$ cat src/rtl/rf_writeback_queue_pkg.sv
// Package rf_pkg: shared register-file widths and the write-back entry type.
// Imported by the write-back queue, its interface and the bypass matcher.
package rf_pkg;

   localparam int RF_ADDR_W = 6;
   localparam int RF_DATA_W = 32;

   typedef struct packed {
      logic [RF_ADDR_W-1:0] addr;
      logic [RF_DATA_W-1:0] data;
   } wb_entry_t;

endpackage

$ cat src/rtl/rf_writeback_queue_if.sv
// Producer-side handshake plus register-file write port of the write-back queue.
// master = producer / register-file side, slave = the queue itself.
interface rf_writeback_queue_if
   import rf_pkg::*;
#(
   parameter int N = RF_ADDR_W,
   parameter int M = RF_DATA_W
);

   logic         in_valid;
   logic         in_ready;
   logic [N-1:0] in_addr;
   logic [M-1:0] in_data;
   logic         wb_stall;
   logic         we3;
   logic [N-1:0] addr3;
   logic [M-1:0] wd3;

   modport master (
      output in_valid, in_addr, in_data, wb_stall,
      input  in_ready, we3, addr3, wd3
   );

   modport slave (
      input  in_valid, in_addr, in_data, wb_stall,
      output in_ready, we3, addr3, wd3
   );

endinterface

$ cat src/rtl/rf_writeback_queue_match.sv
// wbq_match: DEPTH-way bypass address compare with youngest-first selection.
// Only instantiated when RF_WBQ_BYPASS_EN is defined.
module wbq_match
   import rf_pkg::*;
#(
   parameter int N     = RF_ADDR_W,
   parameter int M     = RF_DATA_W,
   parameter int DEPTH = 4
) (
   input  logic [DEPTH-1:0][N-1:0] addrs,
   input  logic [DEPTH-1:0][M-1:0] datas,
   input  logic [DEPTH-1:0]        valid,
   input  logic [$clog2(DEPTH)-1:0] tail_idx,
   input  logic [N-1:0]            lookup_addr,
   output logic                    hit,
   output logic [M-1:0]            data
);

   localparam int AW = $clog2(DEPTH);

   logic [AW-1:0] idx;

   // Scan from oldest slot to youngest so the last match written wins.
   always_comb begin
      hit  = 1'b0;
      data = '0;
      idx  = '0;
      for (int k = DEPTH; k >= 1; k--) begin
         idx = tail_idx - AW'(k);
         if (valid[idx] && (addrs[idx] == lookup_addr) && (lookup_addr != '0)) begin
            hit  = 1'b1;
            data = datas[idx];
         end
      end
   end

endmodule

$ cat src/rtl/rf_writeback_queue.sv
// Write-back queue feeding the register file's synchronous write port (we3/addr3/wd3).
// Define RF_WBQ_BYPASS_EN to enable the pending-write bypass lookup.
module rf_writeback_queue
   import rf_pkg::*;
#(
   parameter int N     = RF_ADDR_W,
   parameter int M     = RF_DATA_W,
   parameter int DEPTH = 4
) (
   input  logic                     clk,
   input  logic                     rst,
   rf_writeback_queue_if.slave      bus,
   output logic [$clog2(DEPTH):0]   count,
   input  logic [N-1:0]             lookup_addr,
   output logic                     lookup_hit,
   output logic [M-1:0]             lookup_data
);

   localparam int AW = $clog2(DEPTH);

   logic [AW:0]               head;
   logic [AW:0]               tail;
   logic [DEPTH-1:0][N-1:0]   addr_q;
   logic [DEPTH-1:0][M-1:0]   data_q;
   logic [DEPTH-1:0]          valid_q;
   logic                      full;
   logic                      empty;
   logic                      push;
   logic                      pop;

   // Extra wrap bit distinguishes full from empty when the slot indices coincide.
   assign empty = (head == tail);
   assign full  = (head[AW] != tail[AW]) && (head[AW-1:0] == tail[AW-1:0]);
   assign count = tail - head;

   // Writes to register 0 complete the handshake but are never stored.
   assign bus.in_ready = !full;
   assign push         = bus.in_valid && !full && (bus.in_addr != '0);

   assign bus.we3   = !empty && !bus.wb_stall;
   assign pop       = bus.we3;
   assign bus.addr3 = empty ? '0 : addr_q[head[AW-1:0]];
   assign bus.wd3   = empty ? '0 : data_q[head[AW-1:0]];

   always_ff @(posedge clk) begin
      if (rst) begin
         head    <= '0;
         tail    <= '0;
         valid_q <= '0;
      end else begin
         if (push) begin
            valid_q[tail[AW-1:0]] <= 1'b1;
            tail                  <= tail + 1'b1;
         end
         if (pop) begin
            valid_q[head[AW-1:0]] <= 1'b0;
            head                  <= head + 1'b1;
         end
      end
   end

   // Payload storage needs no reset; valid bits and pointers gate every use.
   always_ff @(posedge clk) begin
      if (push) begin
         addr_q[tail[AW-1:0]] <= bus.in_addr;
         data_q[tail[AW-1:0]] <= bus.in_data;
      end
   end

`ifdef RF_WBQ_BYPASS_EN
   wbq_match #(
      .N     (N),
      .M     (M),
      .DEPTH (DEPTH)
   ) u_match (
      .addrs       (addr_q),
      .datas       (data_q),
      .valid       (valid_q),
      .tail_idx    (tail[AW-1:0]),
      .lookup_addr (lookup_addr),
      .hit         (lookup_hit),
      .data        (lookup_data)
   );
`else
   logic unused_bypass;

   assign unused_bypass = ^{lookup_addr, valid_q};
   assign lookup_hit    = 1'b0;
   assign lookup_data   = '0;
`endif

endmodule

$ cat src/flat_wrapper.sv
// flat-port wrapper written by rule: the top's interface ports become plain ports
module rf_writeback_queue_flat import rf_pkg::*;
#(
   parameter int N     = RF_ADDR_W,
   parameter int M     = RF_DATA_W,
   parameter int DEPTH = 4
)
  (clk, rst, count, lookup_addr, lookup_hit, lookup_data, bus_in_valid, bus_in_addr, bus_in_data, bus_wb_stall, bus_in_ready, bus_we3, bus_addr3, bus_wd3);
  rf_writeback_queue_if #(.N(N), .M(M)) bus_i ();
  input  logic clk;
  input  logic rst;
  output logic [$clog2(DEPTH):0] count;
  input  logic [N-1:0] lookup_addr;
  output logic lookup_hit;
  output logic [M-1:0] lookup_data;
  input wire logic [$bits(bus_i.in_valid)-1:0] bus_in_valid;
  input wire logic [$bits(bus_i.in_addr)-1:0] bus_in_addr;
  input wire logic [$bits(bus_i.in_data)-1:0] bus_in_data;
  input wire logic [$bits(bus_i.wb_stall)-1:0] bus_wb_stall;
  output wire logic [$bits(bus_i.in_ready)-1:0] bus_in_ready;
  output wire logic [$bits(bus_i.we3)-1:0] bus_we3;
  output wire logic [$bits(bus_i.addr3)-1:0] bus_addr3;
  output wire logic [$bits(bus_i.wd3)-1:0] bus_wd3;
  assign bus_i.in_valid = bus_in_valid;
  assign bus_i.in_addr = bus_in_addr;
  assign bus_i.in_data = bus_in_data;
  assign bus_i.wb_stall = bus_wb_stall;
  assign bus_in_ready = bus_i.in_ready;
  assign bus_we3 = bus_i.we3;
  assign bus_addr3 = bus_i.addr3;
  assign bus_wd3 = bus_i.wd3;
  rf_writeback_queue #(.N(N), .M(M), .DEPTH(DEPTH)) u_core (.clk(clk), .rst(rst), .bus(bus_i), .count(count), .lookup_addr(lookup_addr), .lookup_hit(lookup_hit), .lookup_data(lookup_data));
endmodule
$ cat config.mk
export PLATFORM = sky130hd
export DESIGN_NAME = rf_writeback_queue_flat
export DESIGN_NICKNAME = d
export VERILOG_FILES = /design/src/rtl/rf_writeback_queue_pkg.sv /design/src/rtl/rf_writeback_queue_if.sv /design/src/rtl/rf_writeback_queue_match.sv /design/src/rtl/rf_writeback_queue.sv /design/src/flat_wrapper.sv
export SDC_FILE = /design/constraint.sdc
export NUM_CORES = 1
export LEC_CHECK = 0
export BUFFER_PORTS_ARGS = -buffer_cell sky130_fd_sc_hd__buf_4
export CAP_MARGIN = 20
export CORE_MARGIN = 2
export CORE_UTILIZATION = 59
export DETAILED_ROUTE_END_ITERATION = 12
export GPL_TIMING_DRIVEN = 0
export PLACE_DENSITY = 0.87
export SLEW_MARGIN = 10
export SYNTH_ARGS = -nofsm -noshare
export SYNTH_HDL_FRONTEND = slang
export SYNTH_HIERARCHICAL = 1
export SYNTH_SLANG_ARGS = --single-unit
$ cat constraint.sdc
create_clock -name clk -period 8.84 [get_ports clk]
set_input_delay 0 -clock clk [delete_from_list [all_inputs] [get_ports clk]]
set_output_delay 0 -clock clk [all_outputs]
set_load 0.005 [all_outputs]
==> impl_metrics.prom, run 1 <==
# TYPE chip_impl_metric gauge
chip_impl_metric{name="gpl.final_weighted_congestion",unit=""} 0.689
chip_impl_metric{name="wl_per_cell",unit="µm"} 17.7
chip_impl_metric{name="cts_buffers",unit=""} 17
chip_impl_metric{name="synth.ff_latch_count",unit=""} 158
chip_impl_metric{name="io-pin-count",unit=""} 124
chip_impl_info{name="largest_family_of_logic_cells_by_synthesized_area",value="multiplexers"} 1
chip_impl_metric{name="clock_skew",unit="ns"} 0.00741
chip_impl_metric{name="cts-resized-gates",unit=""} 0
chip_impl_metric{name="slew_headroom",unit="%"} 56.7
chip_impl_info{name="layout.cells.most_common_list",value="sky130_fd_sc_hd__edfxtp_1, sky130_fd_sc_hd__buf_4, sky130_fd_sc_hd__dlygate4sd3_1"} 1
chip_impl_metric{name="cap_violations",unit=""} 0
chip_impl_metric{name="cts.reportedPaths.clkPinSlew",unit="ns"} 0.07
chip_impl_metric{name="post-route-drc-count",unit=""} 0
chip_impl_metric{name="total_power_divided_by_cell_area",unit="mW/mm²"} 237
chip_impl_metric{name="critical_path_peak_fanout",unit=""} 10
chip_impl_metric{name="final.setup.tns",unit="ns"} 0
chip_impl_metric{name="timing_max_transition_violations_final",unit=""} 0
chip_impl_metric{name="grt_start_max_net_pins",unit=""} 40
chip_impl_metric{name="worst-endpoint-required",unit="ns"} 8.84
chip_impl_metric{name="diodes",unit=""} 0
chip_impl_metric{name="grt_usage",unit="%"} 21.2
chip_impl_metric{name="drt_first_pass_iters",unit=""} 5
chip_impl_info{name="clock_tree_from_tritoncts",value="built"} 1
chip_impl_metric{name="final_standard_cell_utilization_of_the_core",unit="%"} 78.7
chip_impl_metric{name="synth.mux.area_fraction",unit="%"} 13.8
chip_impl_metric{name="place.port_buffers",unit=""} 83
chip_impl_metric{name="place_inst",unit=""} 584
chip_impl_metric{name="cts.sinks",unit=""} 158
chip_impl_metric{name="leakage",unit="nW"} 3.12
chip_impl_metric{name="die_height",unit="µm"} 109
chip_impl_metric{name="grt_pass1_wl",unit="µm"} 17900
chip_impl_metric{name="fin_ws",unit="ns"} 5.79
chip_impl_metric{name="start_util",unit="%"} 60.2
chip_impl_metric{name="wl",unit="µm"} 11700
chip_impl_metric{name="final_hold_viol_count",unit=""} 0
chip_impl_info{name="rsz0062_at_grt",value="no"} 1
chip_impl_metric{name="share_of_the_synthesized_area_in_compound_gates_ao_oa_aoi_oai",unit="%"} 0.406
chip_impl_metric{name="synth.top_cell.area_share",unit="%"} 70.6
chip_impl_metric{name="route.vias.total",unit=""} 3390
chip_impl_metric{name="post-route-period-util",unit="%"} 34.5
chip_impl_metric{name="synth_xor_area_share",unit="%"} 0.658
chip_impl_metric{name="drt_first_iter_violations",unit=""} 198
chip_impl_metric{name="mappedNetlistArea",unit="mm²"} 0.00647
chip_impl_metric{name="synth.lib_cells_used.distinct",unit=""} 30
chip_impl_metric{name="viasPerCell",unit=""} 5.15
chip_impl_info{name="leading_cell_type_in_the_layout_fill_and_taps_excluded",value="sky130_fd_sc_hd__edfxtp_1"} 1
chip_impl_metric{name="fp-row-count",unit=""} 38
chip_impl_metric{name="detail_placement_hpwl",unit="µm"} 7080
chip_impl_metric{name="ys_seq_area_share",unit="%"} 72.4
chip_impl_metric{name="grt_antenna_before_repair",unit=""} 0
chip_impl_info{name="setup.worst_path.end_class",value="output port"} 1
chip_impl_metric{name="synthSimpleGateAreaFrac",unit="%"} 5.59
chip_impl_metric{name="finalSetupViolCount",unit=""} 0
chip_impl_info{name="ys_top_cells_by_area",value="sky130_fd_sc_hd__edfxtp_1, sky130_fd_sc_hd__mux4_2, sky130_fd_sc_hd__buf_4, sky130_fd_sc_hd__nor2b_1, sky130_fd_sc_hd__dfxtp_1"} 1
chip_impl_metric{name="worst_ir_drop_vdd",unit="mV"} 0.189
chip_impl_info{name="outcome",value="complete, no violations"} 1
chip_impl_metric{name="total_die_area",unit="mm²"} 0.0118
chip_impl_metric{name="yosys_warnings",unit=""} 6
chip_impl_metric{name="drtAntennaViolNets",unit=""} 0
chip_impl_info{name="synth.largest_area_cell",value="sky130_fd_sc_hd__edfxtp_1"} 1
chip_impl_info{name="clock_root_cell",value="sky130_fd_sc_hd__clkbuf_8"} 1
chip_impl_metric{name="final_cell_count_no_fill",unit=""} 658
chip_impl_metric{name="final_net_count",unit=""} 561
chip_impl_info{name="timing.setup.critical_path_class",value="reg -> out"} 1
chip_impl_metric{name="post_synth.cell_area_avg",unit="µm²"} 19.8
chip_impl_metric{name="worst_slew_pin_slew",unit="ns"} 0.649
chip_impl_metric{name="area_growth_syn_to_layout",unit="%"} 30.7
chip_impl_metric{name="worst_skew_pair_latency",unit="ns"} 0.52
chip_impl_metric{name="layout-drive-gt1-share",unit="%"} 40.0
chip_impl_info{name="hold_class",value="in -> reg"} 1
chip_impl_metric{name="core_area",unit="mm²"} 0.0107
chip_impl_metric{name="fp.dieW",unit="µm"} 109
chip_impl_metric{name="netlist_instances",unit=""} 326
chip_impl_metric{name="pre_cts_ws",unit="ns"} 5.86
chip_impl_info{name="timing.critical_path.from_type",value="register"} 1
chip_impl_metric{name="globalRouteOverflowTotal",unit=""} 0
chip_impl_metric{name="grt_pass1_vias",unit=""} 3424
chip_impl_metric{name="worstPathArrival",unit="ns"} 3.05
chip_impl_metric{name="synth_adder_area_share",unit="%"} 1.66
chip_impl_metric{name="max_freq",unit="GHz"} 0.328
chip_impl_metric{name="htreeDepth",unit=""} 4
chip_impl_metric{name="clk_path_buf_depth",unit=""} 2
chip_impl_metric{name="finalWorstPathRequiredPeriod",unit="ns"} 3.05
## synthesized netlist by cell type, drive strengths merged
master	instances
a21oi	2
a211oi	1
nand2b	3
nor2b	39
o21ai	1
nor2	6
buf	44
mux2	2
xnor2	4
and2	5
mux2i	1
nand2	2
fa	1
ha	7
inv	6
mux4	38
dfxtp	6
edfxtp	152
and4	1
nor4	1
conb	1
and3	1
clkbuf	2
## stage by stage
| stage | hold WS (ns) | instance area (µm²) | total power [W] |
|---|---|---|---|
| floorplan | 0.0286 | 6590 | 0.00113 |
| CTS | 0.194 | 8450 | 0.00202 |
| global route | 0.206 | 8450 | 0.00209 |
| finish | 0.217 | 8450 | 0.00200 |
| global placement | 0.198 | 7390 | 0.00131 |
| detailed placement | 0.203 | 7470 | 0.00132 |
## flip-flops by register name (all words and copies together) (netlist names)
register	count
u_core/addr_q	24
u_core/data_q	128
u_core/head	3
u_core/tail	3
## layout make-up
cell class	instances	area, µm²
clock inverters	15	153
multi-input cells	148	1560
flip-flops and latches	158	4680
repair buffers	128	1120
fillers	576	2290
well taps	140	175
plain buffers	46	324
clock buffers	17	414
inverters	6	22.5
## critical path: stages, from the launching register on
cell	delay, ns
sky130_fd_sc_hd__dfxtp_1	0.46
sky130_fd_sc_hd__buf_1	0.48
sky130_fd_sc_hd__inv_1	0.09
sky130_fd_sc_hd__ha_1	0.28
sky130_fd_sc_hd__and2_2	0.20
sky130_fd_sc_hd__and2_1	0.18
sky130_fd_sc_hd__clkbuf_1	0.48
sky130_fd_sc_hd__nor2b_1	0.17
sky130_fd_sc_hd__buf_4	0.18
## path summary, 6_finish.rpt
kind / start / end / slack (ns) / cells past startpoint
worst min-delay path: bus_in_data[5] / u_core/data_q[101] / 0.22 / 2
worst min register to register: u_core/tail[1] / u_core/tail[1] / 0.55 / 2
worst max register to register: u_core/head[1] / u_core/data_q[79] / 5.92 / 8
worst max-delay path: u_core/head[1] / bus_wd3[17] / 5.79 / 8
## cells by family (layout without fill, tap and decap cells)
| family | Yosys count | in the layout |
|---|---|---|
| AO/OA/AOI/OAI | 4 | 4 |
| XOR/XNOR | 4 | 4 |
| adder cells (fa/ha/maj) | 8 | 8 |
| buffers and inverters | 52 | 212 |
| flip-flops | 158 | 158 |
| multiplexers | 41 | 41 |
| other | 1 | 33 |
| AND/OR/NAND/NOR | 58 | 58 |
## metal layers
| metal | vias up | track usage, % | wire [µm] |
|---|---|---|---|
| li1 | 1562 | - | - |
| met1 | 1694 | 28.1 | 4960 |
| met2 | 123 | 35.0 | 5960 |
| met3 | 11 | 5.08 | 632 |
| met4 | 0 | 7.05 | 112 |
| met5 | - | 0 | 0 |
## where the power goes
group	switching, W	internal [W]
Combinational	0.000194	0.000249
Sequential	0.0000119	0.000861
Clock	0.000305	0.000384
Total	0.000511	0.00149
## timing repair
| action | 4_1_cts | 5_1_grt |
|---|---|---|
| buffers inserted | 0 | 0 |
| hold endpoints to repair | 158 | 0 |
| hold buffers | 42 | 0 |
No activity file was read; power rests on OpenSTA's default activity.
==> inputs of run 2 (changes only) <==
- ABC_AREA: not set -> 1
- CORE_UTILIZATION: 59 -> 55
- PLACE_DENSITY: 0.87 -> 0.82
- clock period: 8.84 -> 3.1 ns (I/O delays scaled with it)
==> impl_metrics.prom, run 2 <==
# TYPE chip_impl_metric gauge
chip_impl_metric{name="total_power_divided_by_cell_area",unit="mW/mm²"} 692
chip_impl_metric{name="largest_register_ff_count",unit=""} 128
chip_impl_metric{name="viasPerCell",unit=""} 5.27
chip_impl_metric{name="drt_first_pass_iters",unit=""} 5
chip_impl_metric{name="diodes",unit=""} 0
chip_impl_metric{name="synth.lib_cells_used.distinct",unit=""} 28
chip_impl_metric{name="htreeDepth",unit=""} 4
chip_impl_info{name="hold_class",value="in -> reg"} 1
chip_impl_metric{name="synth.ff_latch_count",unit=""} 158
chip_impl_metric{name="worst_slew_pin_slew",unit="ns"} 0.779
chip_impl_metric{name="ys_seq_area_share",unit="%"} 70.2
chip_impl_info{name="timing.setup.critical_path_class",value="reg -> reg"} 1
chip_impl_info{name="worstPathCellList",value="inv_1, clkbuf_2, ha_1, nand2_1, inv_1, nand2_4, nand3_4, nor2_4, buf_16"} 1
chip_impl_metric{name="fp.dieW",unit="µm"} 114
chip_impl_metric{name="final_hold_viol_count",unit=""} 0
chip_impl_metric{name="synth.top_cell.area_share",unit="%"} 68.4
chip_impl_info{name="leading_cell_type_in_the_layout_fill_and_taps_excluded",value="sky130_fd_sc_hd__nor2_1"} 1
chip_impl_metric{name="cts.reportedPaths.clkPinSlew",unit="ns"} 0.06
chip_impl_metric{name="fillCellCount",unit=""} 747
chip_impl_metric{name="wl",unit="µm"} 15000
chip_impl_metric{name="power",unit="W"} 0.00605
chip_impl_metric{name="cts_buffers",unit=""} 17
chip_impl_metric{name="min_delay_path_depth",unit=""} 4
chip_impl_metric{name="post-route-drc-count",unit=""} 0
chip_impl_info{name="largest_family_of_logic_cells_by_synthesized_area",value="simple AND/OR/NAND/NOR gates"} 1
chip_impl_metric{name="core_area",unit="mm²"} 0.0119
chip_impl_metric{name="clock_power_share",unit="%"} 34.0
chip_impl_info{name="clock_tree_from_tritoncts",value="built"} 1
chip_impl_metric{name="share_of_the_synthesized_area_in_compound_gates_ao_oa_aoi_oai",unit="%"} 9.12
chip_impl_metric{name="synthArstFlopShare",unit="%"} 0
chip_impl_metric{name="clk_path_buf_depth",unit=""} 2
chip_impl_info{name="timing.critical_path.from_type",value="register"} 1
chip_impl_metric{name="pre_cts_ws",unit="ns"} 0.146
chip_impl_metric{name="synth_adder_area_share",unit="%"} 1.61
chip_impl_metric{name="mappedNetlistArea",unit="mm²"} 0.00667
chip_impl_metric{name="detail_placement_hpwl",unit="µm"} 9110
chip_impl_metric{name="gpl.final_weighted_congestion",unit=""} 0.790
chip_impl_info{name="slowest_stage",value="sky130_fd_sc_hd__nor2_4"} 1
chip_impl_metric{name="p_switching",unit="W"} 0.00165
chip_impl_metric{name="fp-row-count",unit=""} 40
chip_impl_metric{name="worst_ir_drop_vdd",unit="mV"} 0.591
chip_impl_metric{name="final_net_count",unit=""} 787
chip_impl_metric{name="io-pin-count",unit=""} 124
chip_impl_metric{name="grt_start_max_net_pins",unit=""} 26
chip_impl_metric{name="critical_path_peak_fanout",unit=""} 21
chip_impl_metric{name="synth_xor_area_share",unit="%"} 0.263
chip_impl_metric{name="grt_antenna_before_repair",unit=""} 0
chip_impl_metric{name="worst-endpoint-required",unit="ns"} 3.21
chip_impl_metric{name="place.port_buffers",unit=""} 84
chip_impl_info{name="layout.cells.most_common_list",value="sky130_fd_sc_hd__nor2_1, sky130_fd_sc_hd__edfxtp_1, sky130_fd_sc_hd__buf_4"} 1
chip_impl_metric{name="cpPeakStageDelay",unit="ns"} 0.65
chip_impl_metric{name="globalRouteOverflowTotal",unit=""} 0
chip_impl_info{name="critical-path-top-cell-by-count",value="sky130_fd_sc_hd__inv_1"} 1
chip_impl_metric{name="final_standard_cell_utilization_of_the_core",unit="%"} 73.4
chip_impl_metric{name="grt_usage",unit="%"} 23.6
chip_impl_info{name="outcome",value="complete, no violations"} 1
chip_impl_metric{name="final_cell_area",unit="mm²"} 0.00875
chip_impl_metric{name="cts.sinks",unit=""} 158
chip_impl_metric{name="drt_first_iter_violations",unit=""} 375
chip_impl_metric{name="ff2ff_path_depth",unit=""} 9
chip_impl_info{name="r2r-start",value="u_core/head[1]"} 1
chip_impl_metric{name="finalWorstPathRequiredPeriod",unit="ns"} 2.79
chip_impl_metric{name="total_die_area",unit="mm²"} 0.0130
chip_impl_info{name="synth_top_flop_cell",value="sky130_fd_sc_hd__edfxtp_1"} 1
chip_impl_metric{name="finalSetupViolCount",unit=""} 0
chip_impl_metric{name="wl_per_cell",unit="µm"} 16.8
chip_impl_metric{name="grt_pass1_vias",unit=""} 4803
chip_impl_info{name="synth.largest_area_cell",value="sky130_fd_sc_hd__edfxtp_1"} 1
chip_impl_metric{name="placedInstanceArea",unit="mm²"} 0.00774
chip_impl_metric{name="p_comb_share",unit="%"} 24.8
chip_impl_metric{name="leakage",unit="nW"} 3.45
chip_impl_info{name="rsz0062_at_grt",value="no"} 1
chip_impl_metric{name="sw_share",unit="%"} 27.3
chip_impl_metric{name="max_freq",unit="GHz"} 0.358
chip_impl_metric{name="area_growth_syn_to_layout",unit="%"} 31.2
chip_impl_metric{name="die_height",unit="µm"} 114
chip_impl_info{name="worst_r2r_endpoint",value="u_core/data_q[76]"} 1
chip_impl_metric{name="synth_enable_flop_cells",unit=""} 152
chip_impl_metric{name="slew_headroom",unit="%"} 48.0
chip_impl_metric{name="synthSimpleGateAreaFrac",unit="%"} 10.9
chip_impl_info{name="yosys.cell_count.top_type",value="sky130_fd_sc_hd__nor2_1"} 1
chip_impl_metric{name="route.vias.total",unit=""} 4693
chip_impl_metric{name="synth.mux.area_fraction",unit="%"} 0
chip_impl_metric{name="layout-drive-gt1-share",unit="%"} 25.3
chip_impl_info{name="hold_path.startpoint",value="bus_in_valid"} 1
chip_impl_info{name="clock_root_cell",value="sky130_fd_sc_hd__clkbuf_16"} 1
chip_impl_metric{name="drtAntennaViolNets",unit=""} 0
chip_impl_metric{name="post_synth.cell_area_avg",unit="µm²"} 12.1
chip_impl_metric{name="netlist_instances",unit=""} 551
chip_impl_metric{name="yosys_warnings",unit=""} 6
chip_impl_info{name="ys_top_cells_by_count",value="sky130_fd_sc_hd__nor2_1, sky130_fd_sc_hd__edfxtp_1, sky130_fd_sc_hd__a21oi_1, sky130_fd_sc_hd__o21ai_1, sky130_fd_sc_hd__o21ai_0"} 1
chip_impl_metric{name="reg2reg_setup_slack",unit="ns"} 0.31
chip_impl_metric{name="cap_violations",unit=""} 0
chip_impl_metric{name="grt_pass1_wl",unit="µm"} 23100
chip_impl_info{name="setup.worst_path.end_class",value="register"} 1
chip_impl_metric{name="start_util",unit="%"} 56.0
chip_impl_info{name="hold-path-endpoint",value="u_core/tail[1]"} 1
chip_impl_info{name="ys_top_cells_by_area",value="sky130_fd_sc_hd__edfxtp_1, sky130_fd_sc_hd__nor2_1, sky130_fd_sc_hd__buf_4, sky130_fd_sc_hd__a21oi_1, sky130_fd_sc_hd__o21ai_1"} 1
chip_impl_metric{name="worst_skew_pair_latency",unit="ns"} 0.41
chip_impl_metric{name="worstPathArrival",unit="ns"} 2.90
chip_impl_metric{name="clock_skew",unit="ns"} 0.00683
chip_impl_metric{name="seq_power_share",unit="%"} 41.2
chip_impl_metric{name="fin_ws",unit="ns"} 0.308
chip_impl_metric{name="p_int",unit="W"} 0.00440
chip_impl_metric{name="post-route-period-util",unit="%"} 90.1
chip_impl_metric{name="timing_max_transition_violations_final",unit=""} 0
-- run 2: cell count changes after synthesis, sizes merged, moves of 3 or more --
cell / change
a21oi: +40
and2: -5
buf: +9
clkbuf: +7
inv: +11
mux4: -38
nand2: +14
nand2b: -3
nand3: +3
nor2: +157
nor2b: -39
o21ai: +77
xnor2: -4
-- run 2: per-stage QoR --
stage / instances / hold slack (ns) / setup TNS [ns]
after floorplan: 583 / 0.0691 / -37.51
after global placement: 814 / 0.183 / -268.28
after detailed placement: 818 / 0.193 / 0
after CTS: 891 / 0.0645 / 0
after global routing: 891 / 0.108 / 0
final: 891 / 0.0755 / 0
-- run 2: worst max-delay path by stage --
stage | from | endpoint | slack (ns) | depth (start not counted)
3_5_place_dp | u_core/head[1] | u_core/data_q[77] | 0.15 | 9
5_1_grt | u_core/head[1] | u_core/data_q[73] | 0.14 | 9
6_report | u_core/head[1] | u_core/data_q[76] | 0.31 | 9
3_3_place_gp | u_core/head[1] | u_core/data_q[109] | -1.84 | 8
2_1_floorplan | u_core/head[1] | u_core/addr_q[0] | -0.25 | 8
4_1_cts | u_core/head[1] | u_core/data_q[73] | 0.13 | 9
-- run 2: logic make-up after synthesis --
family	after synthesis
buffers and inverters	79
XOR/XNOR	2
AND/OR/NAND/NOR	183
adder cells (fa/ha/maj)	8
other	1
AO/OA/AOI/OAI	120
flip-flops	158
-- run 2: per-layer routing --
layer	global-route usage (%)	up-vias	share of wire, %
met4	9.11	0	1.4
met2	41.5	235	51
li1	-	2208	-
met5	0	-	0
met3	5.29	19	8.0
met1	28.5	2231	39
-- run 2: worst max-delay path, delay by kind of cell, from the launching register on --
kind / cells / cell delay [ns]
AND/OR/NAND/NOR: 4 / 0.98
adder cells (fa/ha/maj): 1 / 0.35
buffers and inverters: 4 / 0.69
flip-flops: 1 / 0.45
-- run 2: power groups by stage --
| stage | clock [W] | combinational [W] | sequential, W |
|---|---|---|---|
| final | 0.00206 | 0.00150 | 0.00249 |
| after global routing | 0.00217 | 0.00164 | 0.00250 |
| after CTS | 0.00207 | 0.00150 | 0.00249 |
| after detailed placement | 0 | 0.00144 | 0.00254 |
| after global placement | 0 | 0.00138 | 0.00254 |
| after floorplan | 0 | 0.000770 | 0.00253 |
-- run 2: cell type report --
type                       instances  area [µm²]  area share, %
buffer                            62         457           5.22
clock buffer                      19         433           4.95
clock inverter                    13         166           1.90
inverter                          17        66.3          0.758
multi-input combinational        346        1610           18.4
sequential                       158        4680           53.6
tap                              147         184           2.10
timing repair buffer             129        1140           13.1
-- run 2: repair_timing --
| item | in CTS | in global routing |
|---|---|---|
| setup buffers | 0 | 0 |
| hold endpoints to repair | 158 | 0 |
| setup endpoints to repair | 0 | 37 |
| hold buffers | 41 | 0 |
| gates resized for setup | 0 | 2 |
==> inputs of run 3 (changes only) <==
==> constraint.sdc (replaced) <==
create_clock -name clk -period 3.1 [get_ports clk]
set_input_delay 0.31 -clock clk [delete_from_list [all_inputs] [get_ports clk]]
set_output_delay 0.31 -clock clk [all_outputs]
set_load 0.005 [all_outputs]
==> impl_metrics.prom, run 3 (synthesis results as in run 2) <==
# TYPE chip_impl_metric gauge
chip_impl_metric{name="wl_per_cell",unit="µm"} 17.0
chip_impl_info{name="hold_path.startpoint",value="rst"} 1
chip_impl_metric{name="cap_violations",unit=""} 0
chip_impl_metric{name="postCtsSetupBuffers",unit=""} 0
chip_impl_metric{name="globalRouteOverflowTotal",unit=""} 0
chip_impl_info{name="clock_root_cell",value="sky130_fd_sc_hd__clkbuf_16"} 1
chip_impl_metric{name="cts_buffers",unit=""} 17
chip_impl_metric{name="area_growth_syn_to_layout",unit="%"} 24.9
chip_impl_metric{name="drt_first_iter_violations",unit=""} 367
chip_impl_metric{name="total_die_area",unit="mm²"} 0.0130
chip_impl_metric{name="final_standard_cell_utilization_of_the_core",unit="%"} 69.9
chip_impl_metric{name="total_power_divided_by_cell_area",unit="mW/mm²"} 720
chip_impl_info{name="hold_class",value="in -> reg"} 1
chip_impl_metric{name="drt_first_pass_iters",unit=""} 5
chip_impl_metric{name="drtAntennaViolNets",unit=""} 0
chip_impl_metric{name="final_net_count",unit=""} 745
chip_impl_metric{name="critical_path_peak_fanout",unit=""} 13
chip_impl_metric{name="finalSetupViolCount",unit=""} 0
chip_impl_metric{name="post-route-drc-count",unit=""} 0
chip_impl_metric{name="diodes",unit=""} 0
chip_impl_info{name="timing.setup.critical_path_class",value="reg -> out"} 1
chip_impl_metric{name="clk_path_buf_depth",unit=""} 2
chip_impl_metric{name="final_hold_viol_count",unit=""} 0
chip_impl_metric{name="grt_start_max_net_pins",unit=""} 26
chip_impl_metric{name="worst_skew_pair_latency",unit="ns"} 0.41
chip_impl_metric{name="pre_cts_ws",unit="ns"} 0.146
chip_impl_metric{name="post-route-period-util",unit="%"} 91.5
chip_impl_metric{name="htreeDepth",unit=""} 4
chip_impl_info{name="setup.worst_path.end_class",value="output port"} 1
chip_impl_info{name="layout.cells.most_common_list",value="sky130_fd_sc_hd__nor2_1, sky130_fd_sc_hd__edfxtp_1, sky130_fd_sc_hd__buf_4"} 1
chip_impl_metric{name="worstPathArrival",unit="ns"} 2.53
chip_impl_metric{name="die_height",unit="µm"} 114
chip_impl_info{name="clock_tree_from_tritoncts",value="built"} 1
chip_impl_info{name="rsz0062_at_grt",value="no"} 1
chip_impl_metric{name="grt_pass1_wl",unit="µm"} 21800
chip_impl_metric{name="cts-resized-gates",unit=""} 0
chip_impl_metric{name="worst-endpoint-required",unit="ns"} 2.79
chip_impl_metric{name="grt_pass1_vias",unit=""} 4559
chip_impl_metric{name="max_freq",unit="GHz"} 0.353
chip_impl_metric{name="viasPerCell",unit=""} 5.38
chip_impl_metric{name="fin_ws",unit="ns"} 0.265
chip_impl_metric{name="detail_placement_hpwl",unit="µm"} 9110
chip_impl_metric{name="finalWorstPathRequiredPeriod",unit="ns"} 2.84
chip_impl_info{name="timing.critical_path.from_type",value="register"} 1
chip_impl_metric{name="wl",unit="µm"} 14400
chip_impl_metric{name="final.setup.tns",unit="ns"} 0
chip_impl_info{name="crit_path_start",value="u_core/head[1]"} 1
chip_impl_info{name="outcome",value="complete, no violations"} 1
chip_impl_metric{name="hold_slack",unit="ns"} 0.0821
chip_impl_metric{name="clock_skew",unit="ns"} 0.00726
chip_impl_metric{name="io-pin-count",unit=""} 124
chip_impl_metric{name="core_area",unit="mm²"} 0.0119
chip_impl_metric{name="layout-drive-gt1-share",unit="%"} 26.6
chip_impl_info{name="leading_cell_type_in_the_layout_fill_and_taps_excluded",value="sky130_fd_sc_hd__nor2_1"} 1
chip_impl_metric{name="start_util",unit="%"} 56.0
chip_impl_metric{name="route.vias.total",unit=""} 4568
chip_impl_metric{name="timing_max_transition_violations_final",unit=""} 0
chip_impl_metric{name="cts_hold_buffers",unit=""} 0
chip_impl_info{name="r2r-start",value="u_core/head[1]"} 1
chip_impl_metric{name="worst_slew_pin_slew",unit="ns"} 0.796
chip_impl_metric{name="largest_register_ff_count",unit=""} 128
chip_impl_metric{name="gpl.final_weighted_congestion",unit=""} 0.790
chip_impl_metric{name="cts.reportedPaths.clkPinSlew",unit="ns"} 0.06
chip_impl_metric{name="grt_usage",unit="%"} 22.4
chip_impl_metric{name="leakage",unit="nW"} 3.27
chip_impl_metric{name="grt_antenna_before_repair",unit=""} 0
chip_impl_metric{name="slew_headroom",unit="%"} 46.8
chip_impl_metric{name="cts.sinks",unit=""} 158
chip_impl_metric{name="place.port_buffers",unit=""} 84
chip_impl_metric{name="fp-row-count",unit=""} 40
chip_impl_metric{name="worst_ir_drop_vdd",unit="mV"} 0.585
chip_impl_metric{name="fp.dieW",unit="µm"} 114
==> run 3: path summary, 6_finish.rpt <==
path / to / slack [ns] / cells after the start
worst max-delay path: bus_wd3[10] / 0.26 / 10
worst max register to register: u_core/data_q[76] / 0.32 / 8
worst min-delay path: u_core/tail[2] / 0.08 / 2
worst min register to register: u_core/tail[2] / 0.53 / 2
==> run 3: routing by layer <==
| metal | up-vias | GRT usage [%] | part of all wire [%] |
|---|---|---|---|
| met5 | - | 0 | 0 |
| met4 | 0 | 9.35 | 1.8 |
| met3 | 30 | 5.88 | 9.2 |
| met2 | 267 | 37.9 | 51 |
| met1 | 2148 | 27.4 | 38 |
| li1 | 2123 | - | - |
==> run 3: final cells by class <==
type	instances	area [µm²]
Timing Repair Buffer	88	733
Multi-Input combinational cell	346	1610
Fill cell	798	3580
Sequential cell	158	4680
Inverter	17	66.3
Clock buffer	19	433
Tap cell	147	184
Buffer	61	452
Clock inverter	13	166
==> run 3: where the power goes <==
group	internal (W)	leakage (nW)	switching, W
clock	0.00127	0.284	0.000780
sequential	0.00246	1.44	0.0000352
combinational	0.000634	1.54	0.000824
total	0.00436	3.27	0.00164
==> run 3: critical path: stages (launching register included) <==
cell	delay, ns
sky130_fd_sc_hd__dfxtp_1	0.46
sky130_fd_sc_hd__inv_1	0.30
sky130_fd_sc_hd__ha_1	0.38
sky130_fd_sc_hd__nand2_1	0.07
sky130_fd_sc_hd__inv_1	0.08
sky130_fd_sc_hd__nand3_2	0.11
sky130_fd_sc_hd__inv_2	0.05
sky130_fd_sc_hd__buf_6	0.15
sky130_fd_sc_hd__buf_6	0.15
sky130_fd_sc_hd__a21oi_1	0.21
sky130_fd_sc_hd__buf_4	0.16
==> run 3: through the flow <==
step	instance area, µm²	power [W]	std cells
6_report	8330	0.00600	849
5_1_grt	8330	0.00625	849
4_1_cts	8340	0.00602	850
3_5_place_dp	7740	0.00398	818
3_3_place_gp	7600	0.00392	814
2_1_floorplan	6790	0.00330	583
